File: src/rtl/cam_pkg.sv
// Shared definitions for the camera capture front end.
//   - default source geometry and decimation factor
//   - counter and frame-buffer address widths
//   - capture FSM state encoding
//   - frame-buffer write address payload {x, y}
package cam_pkg;

    localparam int unsigned SRC_W_DEF = 640;
    localparam int unsigned SRC_H_DEF = 480;
    localparam int unsigned DEC_DEF   = 4;

    localparam int unsigned ADDR_X_W  = 8;
    localparam int unsigned ADDR_Y_W  = 7;
    localparam int unsigned ADDR_W    = ADDR_X_W + ADDR_Y_W;
    localparam int unsigned COL_W     = 11;
    localparam int unsigned ROW_W     = 10;
    localparam int unsigned BYTE_W    = 8;
    localparam int unsigned PIX_W     = 16;

    typedef enum logic [1:0] {
        IDLE      = 2'd0,
        WAIT_LINE = 2'd1,
        LINE      = 2'd2,
        FROZEN    = 2'd3
    } cam_state_e;

    typedef struct packed {
        logic [ADDR_X_W-1:0] x;
        logic [ADDR_Y_W-1:0] y;
    } cam_addr_t;

endpackage

File: src/rtl/cam_sync.sv
// Two-flop synchronizer with edge detection for one camera control line.
// Ports:
//   i_clk      system clock
//   i_reset    asynchronous active-high reset
//   i_d        asynchronous input
//   o_q        synchronized level (second flop)
//   o_rise_c   one-cycle pulse: synced level 1, previous synced level 0
//   o_fall_c   one-cycle pulse: synced level 0, previous synced level 1
module cam_sync (
    input  logic i_clk,
    input  logic i_reset,
    input  logic i_d,
    output logic o_q,
    output logic o_rise_c,
    output logic o_fall_c
);

    logic r_s1;
    logic r_s2;
    logic r_prev;

    // Synchronizer chain plus one history flop for edge detection
    always_ff @(posedge i_clk or posedge i_reset) begin
        if (i_reset) begin
            r_s1   <= 1'b0;
            r_s2   <= 1'b0;
            r_prev <= 1'b0;
        end else begin
            r_s1   <= i_d;
            r_s2   <= r_s1;
            r_prev <= r_s2;
        end
    end

    assign o_q      = r_s2;
    assign o_rise_c = r_s2 & ~r_prev;
    assign o_fall_c = ~r_s2 & r_prev;

endmodule

File: src/rtl/cam_capture.sv
// Camera (OV7670-style) capture into a decimated RGB565 frame buffer.
// The camera interface is oversampled by clk: pclk/href/vref are synchronized
// and edge-detected, the data byte is delayed by the same two stages so it
// lines up with the detected pclk edge.
// Ports:
//   clk      system clock (rising edge)
//   reset    asynchronous active-high reset
//   pclk     camera pixel clock, sampled as data
//   href     camera line valid
//   vref     camera vertical sync (high during vertical blanking pulse)
//   digital  camera data byte
//   capture  snapshot request level, sampled at end of frame
//   pixel    assembled RGB565 pixel
//   wraddr   frame-buffer write address {x[7:0], y[6:0]}
//   wren     one-cycle write strobe
//   frozen   high while writes are suppressed after a snapshot
module cam_capture
    import cam_pkg::*;
#(
    parameter int unsigned SRC_W = SRC_W_DEF,
    parameter int unsigned SRC_H = SRC_H_DEF,
    parameter int unsigned DEC   = DEC_DEF     // must be a power of two
) (
    input  logic                clk,
    input  logic                reset,
    input  logic                pclk,
    input  logic                href,
    input  logic                vref,
    input  logic [BYTE_W-1:0]   digital,
    input  logic                capture,
    output logic [PIX_W-1:0]    pixel,
    output logic [ADDR_W-1:0]   wraddr,
    output logic                wren,
    output logic                frozen
);

    localparam int unsigned      DEC_SH   = $clog2(DEC);
    localparam logic [COL_W-1:0] COL_LIM  = COL_W'(SRC_W);
    localparam logic [ROW_W-1:0] ROW_LIM  = ROW_W'(SRC_H);
    localparam logic [COL_W-1:0] COL_MASK = COL_W'(DEC - 1);
    localparam logic [ROW_W-1:0] ROW_MASK = ROW_W'(DEC - 1);

    logic w_pclk_q;
    logic w_pclk_rise;
    logic w_pclk_fall;
    logic w_href_q;
    logic w_href_rise;
    logic w_href_fall;
    logic w_vref_q;
    logic w_vref_rise;
    logic w_vref_fall;
    logic w_unused;

    logic [BYTE_W-1:0] r_dig_s1;
    logic [BYTE_W-1:0] r_dig_s2;

    cam_state_e        r_state;
    cam_state_e        w_state_nxt;
    logic [COL_W-1:0]  r_col;
    logic [COL_W-1:0]  w_col_nxt;
    logic [ROW_W-1:0]  r_row;
    logic [ROW_W-1:0]  w_row_nxt;
    logic              r_phase;
    logic              w_phase_nxt;
    logic [PIX_W-1:0]  r_pixel;
    logic [PIX_W-1:0]  w_pixel_nxt;
    cam_addr_t         r_wraddr;
    cam_addr_t         w_wraddr_nxt;
    logic              r_wren;
    logic              w_wren_nxt;
    logic              r_frozen;

    logic              w_in_window;
    logic              w_byte_c;
    cam_addr_t         w_addr_cur;
    logic [COL_W-1:0]  w_col_inc;
    logic [ROW_W-1:0]  w_row_inc;

    cam_sync u_sync_pclk (
        .i_clk    (clk),
        .i_reset  (reset),
        .i_d      (pclk),
        .o_q      (w_pclk_q),
        .o_rise_c (w_pclk_rise),
        .o_fall_c (w_pclk_fall)
    );

    cam_sync u_sync_href (
        .i_clk    (clk),
        .i_reset  (reset),
        .i_d      (href),
        .o_q      (w_href_q),
        .o_rise_c (w_href_rise),
        .o_fall_c (w_href_fall)
    );

    cam_sync u_sync_vref (
        .i_clk    (clk),
        .i_reset  (reset),
        .i_d      (vref),
        .o_q      (w_vref_q),
        .o_rise_c (w_vref_rise),
        .o_fall_c (w_vref_fall)
    );

    // Only the pclk rising edge and the href/vref edges drive the capture logic
    assign w_unused = &{1'b0, w_pclk_q, w_pclk_fall, w_vref_q};

    // Data delay matching the synchronizer depth
    always_ff @(posedge clk or posedge reset) begin
        if (reset) begin
            r_dig_s1 <= '0;
            r_dig_s2 <= '0;
        end else begin
            r_dig_s1 <= digital;
            r_dig_s2 <= r_dig_s1;
        end
    end

    // A byte is accepted only on a pclk edge while the line is valid
    assign w_byte_c = w_pclk_rise & w_href_q;

    // Pair lands on the decimated grid and inside the active image
    assign w_in_window = ((r_col & COL_MASK) == '0) &&
                         ((r_row & ROW_MASK) == '0) &&
                         (r_col < COL_LIM) &&
                         (r_row < ROW_LIM);

    assign w_addr_cur = {ADDR_X_W'(r_col >> DEC_SH), ADDR_Y_W'(r_row >> DEC_SH)};

    // Counters saturate so oversized lines/frames can never wrap back into the window
    assign w_col_inc = (r_col == '1) ? r_col : r_col + COL_W'(1);
    assign w_row_inc = (r_row == '1) ? r_row : r_row + ROW_W'(1);

    // Next-state and datapath decode
    always_comb begin
        w_state_nxt  = r_state;
        w_col_nxt    = r_col;
        w_row_nxt    = r_row;
        w_phase_nxt  = r_phase;
        w_pixel_nxt  = r_pixel;
        w_wraddr_nxt = r_wraddr;
        w_wren_nxt   = 1'b0;

        case (r_state)
            IDLE: begin
                if (w_vref_fall) begin
                    w_state_nxt = WAIT_LINE;
                    w_row_nxt   = '0;
                end
            end

            WAIT_LINE: begin
                if (w_vref_rise) begin
                    w_state_nxt = capture ? FROZEN : IDLE;
                end else if (w_href_rise) begin
                    w_state_nxt = LINE;
                    w_col_nxt   = '0;
                    w_phase_nxt = 1'b0;
                end
            end

            LINE: begin
                // Pair completion is handled before any state change so a
                // coincident vref edge still issues the final write
                if (w_byte_c) begin
                    if (!r_phase) begin
                        w_pixel_nxt = {r_dig_s2, r_pixel[BYTE_W-1:0]};
                        w_phase_nxt = 1'b1;
                    end else begin
                        w_pixel_nxt = {r_pixel[PIX_W-1:BYTE_W], r_dig_s2};
                        w_phase_nxt = 1'b0;
                        w_col_nxt   = w_col_inc;
                        if (w_in_window) begin
                            w_wren_nxt   = 1'b1;
                            w_wraddr_nxt = w_addr_cur;
                        end
                    end
                end

                if (w_vref_rise) begin
                    w_state_nxt = capture ? FROZEN : IDLE;
                end else if (w_href_fall) begin
                    // A lone trailing high byte is dropped here
                    w_state_nxt = WAIT_LINE;
                    w_row_nxt   = w_row_inc;
                    w_phase_nxt = 1'b0;
                end
            end

            FROZEN: begin
                if (!capture) begin
                    w_state_nxt = IDLE;
                end
            end

            default: begin
                w_state_nxt = IDLE;
            end
        endcase
    end

    // State and datapath registers
    always_ff @(posedge clk or posedge reset) begin
        if (reset) begin
            r_state  <= IDLE;
            r_col    <= '0;
            r_row    <= '0;
            r_phase  <= 1'b0;
            r_pixel  <= '0;
            r_wraddr <= '0;
            r_wren   <= 1'b0;
            r_frozen <= 1'b0;
        end else begin
            r_state  <= w_state_nxt;
            r_col    <= w_col_nxt;
            r_row    <= w_row_nxt;
            r_phase  <= w_phase_nxt;
            r_pixel  <= w_pixel_nxt;
            r_wraddr <= w_wraddr_nxt;
            r_wren   <= w_wren_nxt;
            r_frozen <= (w_state_nxt == FROZEN);
        end
    end

    assign pixel  = r_pixel;
    assign wraddr = r_wraddr;
    assign wren   = r_wren;
    assign frozen = r_frozen;

endmodule

File: config.mk
export PLATFORM = sky130hd
export DESIGN_NAME = cam_capture
export DESIGN_NICKNAME = d
export VERILOG_FILES = /design/src/rtl/cam_pkg.sv /design/src/rtl/cam_sync.sv /design/src/rtl/cam_capture.sv
export SDC_FILE = /design/constraint.sdc
export NUM_CORES = 1
export LEC_CHECK = 0
export BUFFER_PORTS_ARGS = -buffer_cell sky130_fd_sc_hd__buf_2
export CORE_UTILIZATION = 35
export CTS_CLUSTER_DIAMETER = 120
export DETAILED_ROUTE_END_ITERATION = 6
export HOLD_SLACK_MARGIN = 0.15
export PLACE_DENSITY = 0.55
export RECOVER_POWER = 25
export SLEW_MARGIN = 20
export SYNTH_ARGS = -nofsm -noshare
export SYNTH_HDL_FRONTEND = slang
export SYNTH_SLANG_ARGS = --single-unit
File: constraint.sdc
create_clock -name clk -period 8.16 [get_ports clk]
set_input_delay 1.632 -clock clk [delete_from_list [all_inputs] [get_ports clk]]
set_output_delay 1.632 -clock clk [all_outputs]
set_load 0.005 [all_outputs]
# Yosys cells after proc, flatten, opt, wreduce, memory -nomap -nowiden
# Index checks and enable logic that the tools add are counted.
# classes
div_mod_pow	0
n_shift	0
mux	30
addsub	2
magnitude_cmp	2
multipliers	0
n_reduce_logical	14
bitwise_logic	12
eq_ne	15
# op_table
cell	n
11-bit 2-to-1 mux	5
10-bit 2-to-1 mux	4
11-bit one-hot mux with 2 select lines	1
10-bit one-hot mux with 2 select lines	1
2-bit 2-to-1 mux	7
2-bit inequality test, second input constant	6
11-bit by 1-bit adder with 11-bit output, second input constant	1
11-bit == test, second input constant	1
11-bit zero test	1
11-bit by 10-bit < comparator with 1-bit output, second input constant	1
10-bit by 1-bit adder with 10-bit output, second input constant	1
10-bit == test, second input constant	1
10-bit zero test	1
10-bit by 9-bit < comparator with 1-bit output, second input constant	1
1-bit 2-to-1 mux	10
3-bit AND reduction	3
2-bit one-hot mux with 4 select lines	1
1-bit AND	6
2-bit == test, second input constant	3
2-bit by 1-bit inequality test with 1-bit output, second input constant	3
1-bit inverter	6
6-bit AND reduction	1
5-bit AND reduction	1
4-bit AND reduction	1
other kinds (5)	8
# word_totals
elab_cells	96
out_inout_bits	33
rom_bits	0
ff_bits	82
n_memories	0
mem_bits_rw	0
inputBits	14
latchBits	0

# Logic depth before layout (Yosys ltp)
# logic_depth
ltp_word	8
depth_mapped	8
ltp_nobuf	7

# Cells and area by module
# From an unflattened synthesis, not the netlist that was laid out.
# hier_totals
cells_unflattened	278
hier_area_um2	3488.3
# by_module_without_submodules
mod	seq_area_each_um2	area_each_um2	instances	cells_each
cam_capture	1826.8	3206.8	1	260
cam_sync	75.1	93.8	3	6

# Least setup slack after synthesis
# Ideal clock, no wire load.
# synth_path
path_kind	input -> register
from	in capture
to	reg r_frozen, in the netlist frozen
path_stages	4
path_slack_ns	5.841
setup_time_ns	0.066
n_path_buf	0
t_required_ns	8.094
arrival_time_ns	2.253
path_cell_list	nor2b_1 -> a2111o_1 -> o221ai_1 -> and2_1
# synth_via
elab_chain_cells	4
elab_cells_between_ends	6
cone_classes	eq/ne (1); mux (5)
# synth_rtl
element	line	rtl
from (decl)	cam_capture.sv:30	input logic capture,
2-bit 2-to-1 mux	cam_capture.sv:155, cam_capture.sv:182	
2-bit 2-to-1 mux, on equally long branches	cam_capture.sv:181, cam_capture.sv:154	
2-bit one-hot mux with 4 select lines (*)	cam_capture.sv:145	case (r_state)
named net w_state_nxt[0]	cam_capture.sv:58	cam_state_e w_state_nxt;
2-bit == test (*)	cam_capture.sv:222	r_frozen <= (w_state_nxt == FROZEN);
to (signal assigned)	cam_capture.sv:222	
to (decl)	cam_capture.sv:71	logic r_frozen;
# The timed path passes the listed nets; every way through them passes the cells marked *.
# A chain may end at the register's enable or synchronous reset.

# Worst setup path after layout
# layout_path
from	reg r_state[0]
to	reg r_col[6]
# layout_via
elab_chain_cells	3
elab_cells_between_ends	10
cone_classes	eq/ne (7); mux (1); reduce/logical (2)
# layout_rtl
element	line	rtl
from (decl)	cam_capture.sv:57	cam_state_e r_state;
from (signal assigned)	cam_capture.sv:215	r_state <= w_state_nxt;
2-bit by 1-bit == test with 1-bit output / 2-bit == test (equally long branches)	cam_capture.sv:145	
2-bit inequality test (no source line), or another cell as far along	--	
6-bit AND reduction (no source line)	--	
to (signal assigned)	cam_capture.sv:216	r_col <= w_col_nxt;
to (decl)	cam_capture.sv:59	logic [COL_W-1:0] r_col;
# Several ways; a longest one is shown, not always the timed one.

==> flow_metrics.tcl <==
set metrics [dict create \
    cts_resized 0 \
    status "complete, no violations" \
    critPathArrivalTime_ps 3210 \
    io_pins 47 \
    min_path_type "register to register" \
    gp_congestion 0.825 \
    placed_area_sq_um 3820 \
    start_util 0.367 \
    track_usage 0.142 \
    die-width_um 101 \
    cts_tree "built" \
    synth_area_leaders "dfrtp_1 (59%), mux2_2 (10%), ha_1 (3.6%)" \
    die_h_um 101 \
    cp_max_fo 31 \
    fin_crit_sh 0.363 \
    max-vdd-ir-drop_uv 110 \
    grt_overflow 0 \
    antenna_cells 0 \
    syn_inst 279 \
    clk_pin_slew_ps 90 \
    antenna_found_initial 0 \
    synth_nets 303 \
    fmax_mhz 337 \
    avgViaCountPerCell 4.96 \
    slew_headroom 0.308 \
    fillCellCount 913 \
    clk_latency_ps 350 \
    hold_viol_final 0 \
    rsz0062_at_grt "false" \
    ys_seq_area_frac 0.594 \
    area_delta_synth_final_pct 16.7 \
    post_cts_buffers 0 \
    synth_largest_area_cell "dfrtp_1" \
    dieArea_sq_um 10300 \
    grt_max_degree 83 \
    synth_warnings 0 \
    netlist_area_sq_um 3450 \
    synth_top_area_frac 0.594 \
    crit_path_start_kind "register" \
    row_count 35 \
    layout_common_cells "dfrtp_1 (82), buf_2 (45), mux2_2 (31)" \
    worst-setup-path-type "register to register" \
    first_pass_iters 4 \
    fin_setup_tns_ps 0 \
    io_buffers 46 \
    final_area_sq_um 4030 \
    synth_edf_count 0 \
    worst_path_max_delay_cell "ha_1" \
    final_layout_size_suffix_gt1_frac 0.301 \
    crit_buf_inv 1 \
    cp-end-kind "register" \
    maxCapViolCount 0 \
    skew_ps 7.46 \
    final_antenna_net_count 0 \
    finalMaxSlewViolations 0 \
    clock_path_buffers 2 \
    hold_buffers 0 \
    critical_path.cell_chain "inv_1 -> ha_1 -> nand3_2 -> o31ai_1 -> o21ai_0 -> a21o_1" \
    setup_viol 0 \
    h-tree-depth 3 \
    avgSynthCellArea_sq_um 12.4 \
    numCtsBuffers 9 \
    yosys_register_bits 82 \
    dp_hpwl_mm 4.39 \
    synth_flop_cell "dfrtp_1" \
    required_ps 8410 \
    pwr_density_cell_nw_per_um2 223 \
    drc 0 \
    final_util 0.428 \
    async_reset_ff_frac 1.00 \
    vias 2302 \
    nets 354 \
    tightest_slew_ps 1040 \
    crit_family "compound AO/OA/AOI/OAI gates" \
    grt_pass1_wl_mm 11.2 \
    regArea_sq_um 2050 \
    grt_pass1_vias 2266 \
    cpPeakStageDelay_ps 860 \
    leakagePower_uw 0.00194 \
    wl_per_cell_um 14.1 \
    drt_wl_total_mm 6.54 \
    root_buffer "clkbuf_8" \
    final_common_cell "dfrtp_1" \
    drt_iter0_drc 89 \
    core_sq_um 9420 \
    cts_sinks 82 \
    multi_input_area_sq_um 1300 \
    fin_crit_ps 2960 \
    synth_cell_types 52 \
]
layout make-up:
type                    count  share of cell area
inverters                  15              0.0143
multi-input cells         174               0.324
repair buffers             48              0.0615
well taps                 129              0.0400
clock buffers               9              0.0307
flip-flops and latches     82               0.509
clock inverters             7              0.0208
sequential cells by signal (all words and copies together), names as in the netlist:
name,count
pixel,16
wraddr,15
r_col,11
r_row,10
r_dig_s1,8
r_dig_s2,8
r_state,2
frozen,1
r_phase,1
u_sync_href.o_q,1
u_sync_href.r_prev,1
u_sync_href.r_s1,1
u_sync_pclk.o_q,1
u_sync_pclk.r_prev,1
u_sync_pclk.r_s1,1
u_sync_vref.o_q,1
u_sync_vref.r_prev,1
u_sync_vref.r_s1,1
wren,1
cell usage after synthesis (all sizes together) (5+ instances only):
master / count
mux2: 31
ha: 10
nand2: 14
nor3: 6
o21ai: 12
inv: 15
nand3: 12
a21oi: 10
dfrtp: 82
buf: 5
nor2: 12
nand2b: 5
per-layer routing:
layer  global-route usage  share of wire  vias to the layer above
met5                    0              0                        -
met4               0.0591          0.016                        0
met3               0.0352          0.038                        9
met2                0.215           0.45                       50
met1                0.195           0.49                     1129
li1                     -              -                     1114
path summary, 6_finish.rpt:
path	cells past startpoint	end	startpoint	slack, ps
worst min-delay path	0	r_dig_s2[5]$_DFF_PP0_	r_dig_s1[5]$_DFF_PP0_	350
worst max register to register	6	r_col[6]$_DFFE_PP0P_	r_state[0]$_DFF_PP0_	5200
worst max-delay path	6	r_col[6]$_DFFE_PP0P_	r_state[0]$_DFF_PP0_	5200
max in group asynchronous	3	wraddr[10]$_DFFE_PP0P_	reset	6190
worst min register to register	0	r_dig_s2[5]$_DFF_PP0_	r_dig_s1[5]$_DFF_PP0_	350
min in group asynchronous	3	pixel[10]$_DFFE_PP0P_	reset	1490
kinds of logic (layout without fill, tap and decap cells):
kind of cell	Yosys count	after routing	share of synthesized area
flip-flops	82	82	0.594
buffers and inverters	23	79	0.0286
XOR/XNOR	1	1	0.00254
multiplexers	35	35	0.113
AO/OA/AOI/OAI	57	57	0.114
AND/OR/NAND/NOR	71	71	0.112
adder cells (fa/ha/maj)	10	10	0.0362
worst register-to-register path: stages (launching register included):
cell     delay (ps)
dfrtp_1         420
inv_1           130
ha_1            860
nand3_2         280
o31ai_1         770
o21ai_0         200
a21o_1          220
report_power, final:
group / internal (uW) / total [uW] / switching (uW)
logic: 61.1 / 140 / 79.2
clock network: 147 / 307 / 159
registers: 437 / 453 / 16.2
total: 645 / 900 / 255
per-stage QoR:
stage,hold WS (ps),setup WS (ps),total power (uW),std cells
2_1_floorplan,331,4420,554,279
3_3_place_gp,332,5320,600,448
3_5_place_dp,335,5240,602,448
4_1_cts,351,5200,914,464
5_1_grt,354,4910,955,464
6_report,350,5200,900,464
Note: power is estimated with default switching activity, not from simulation.
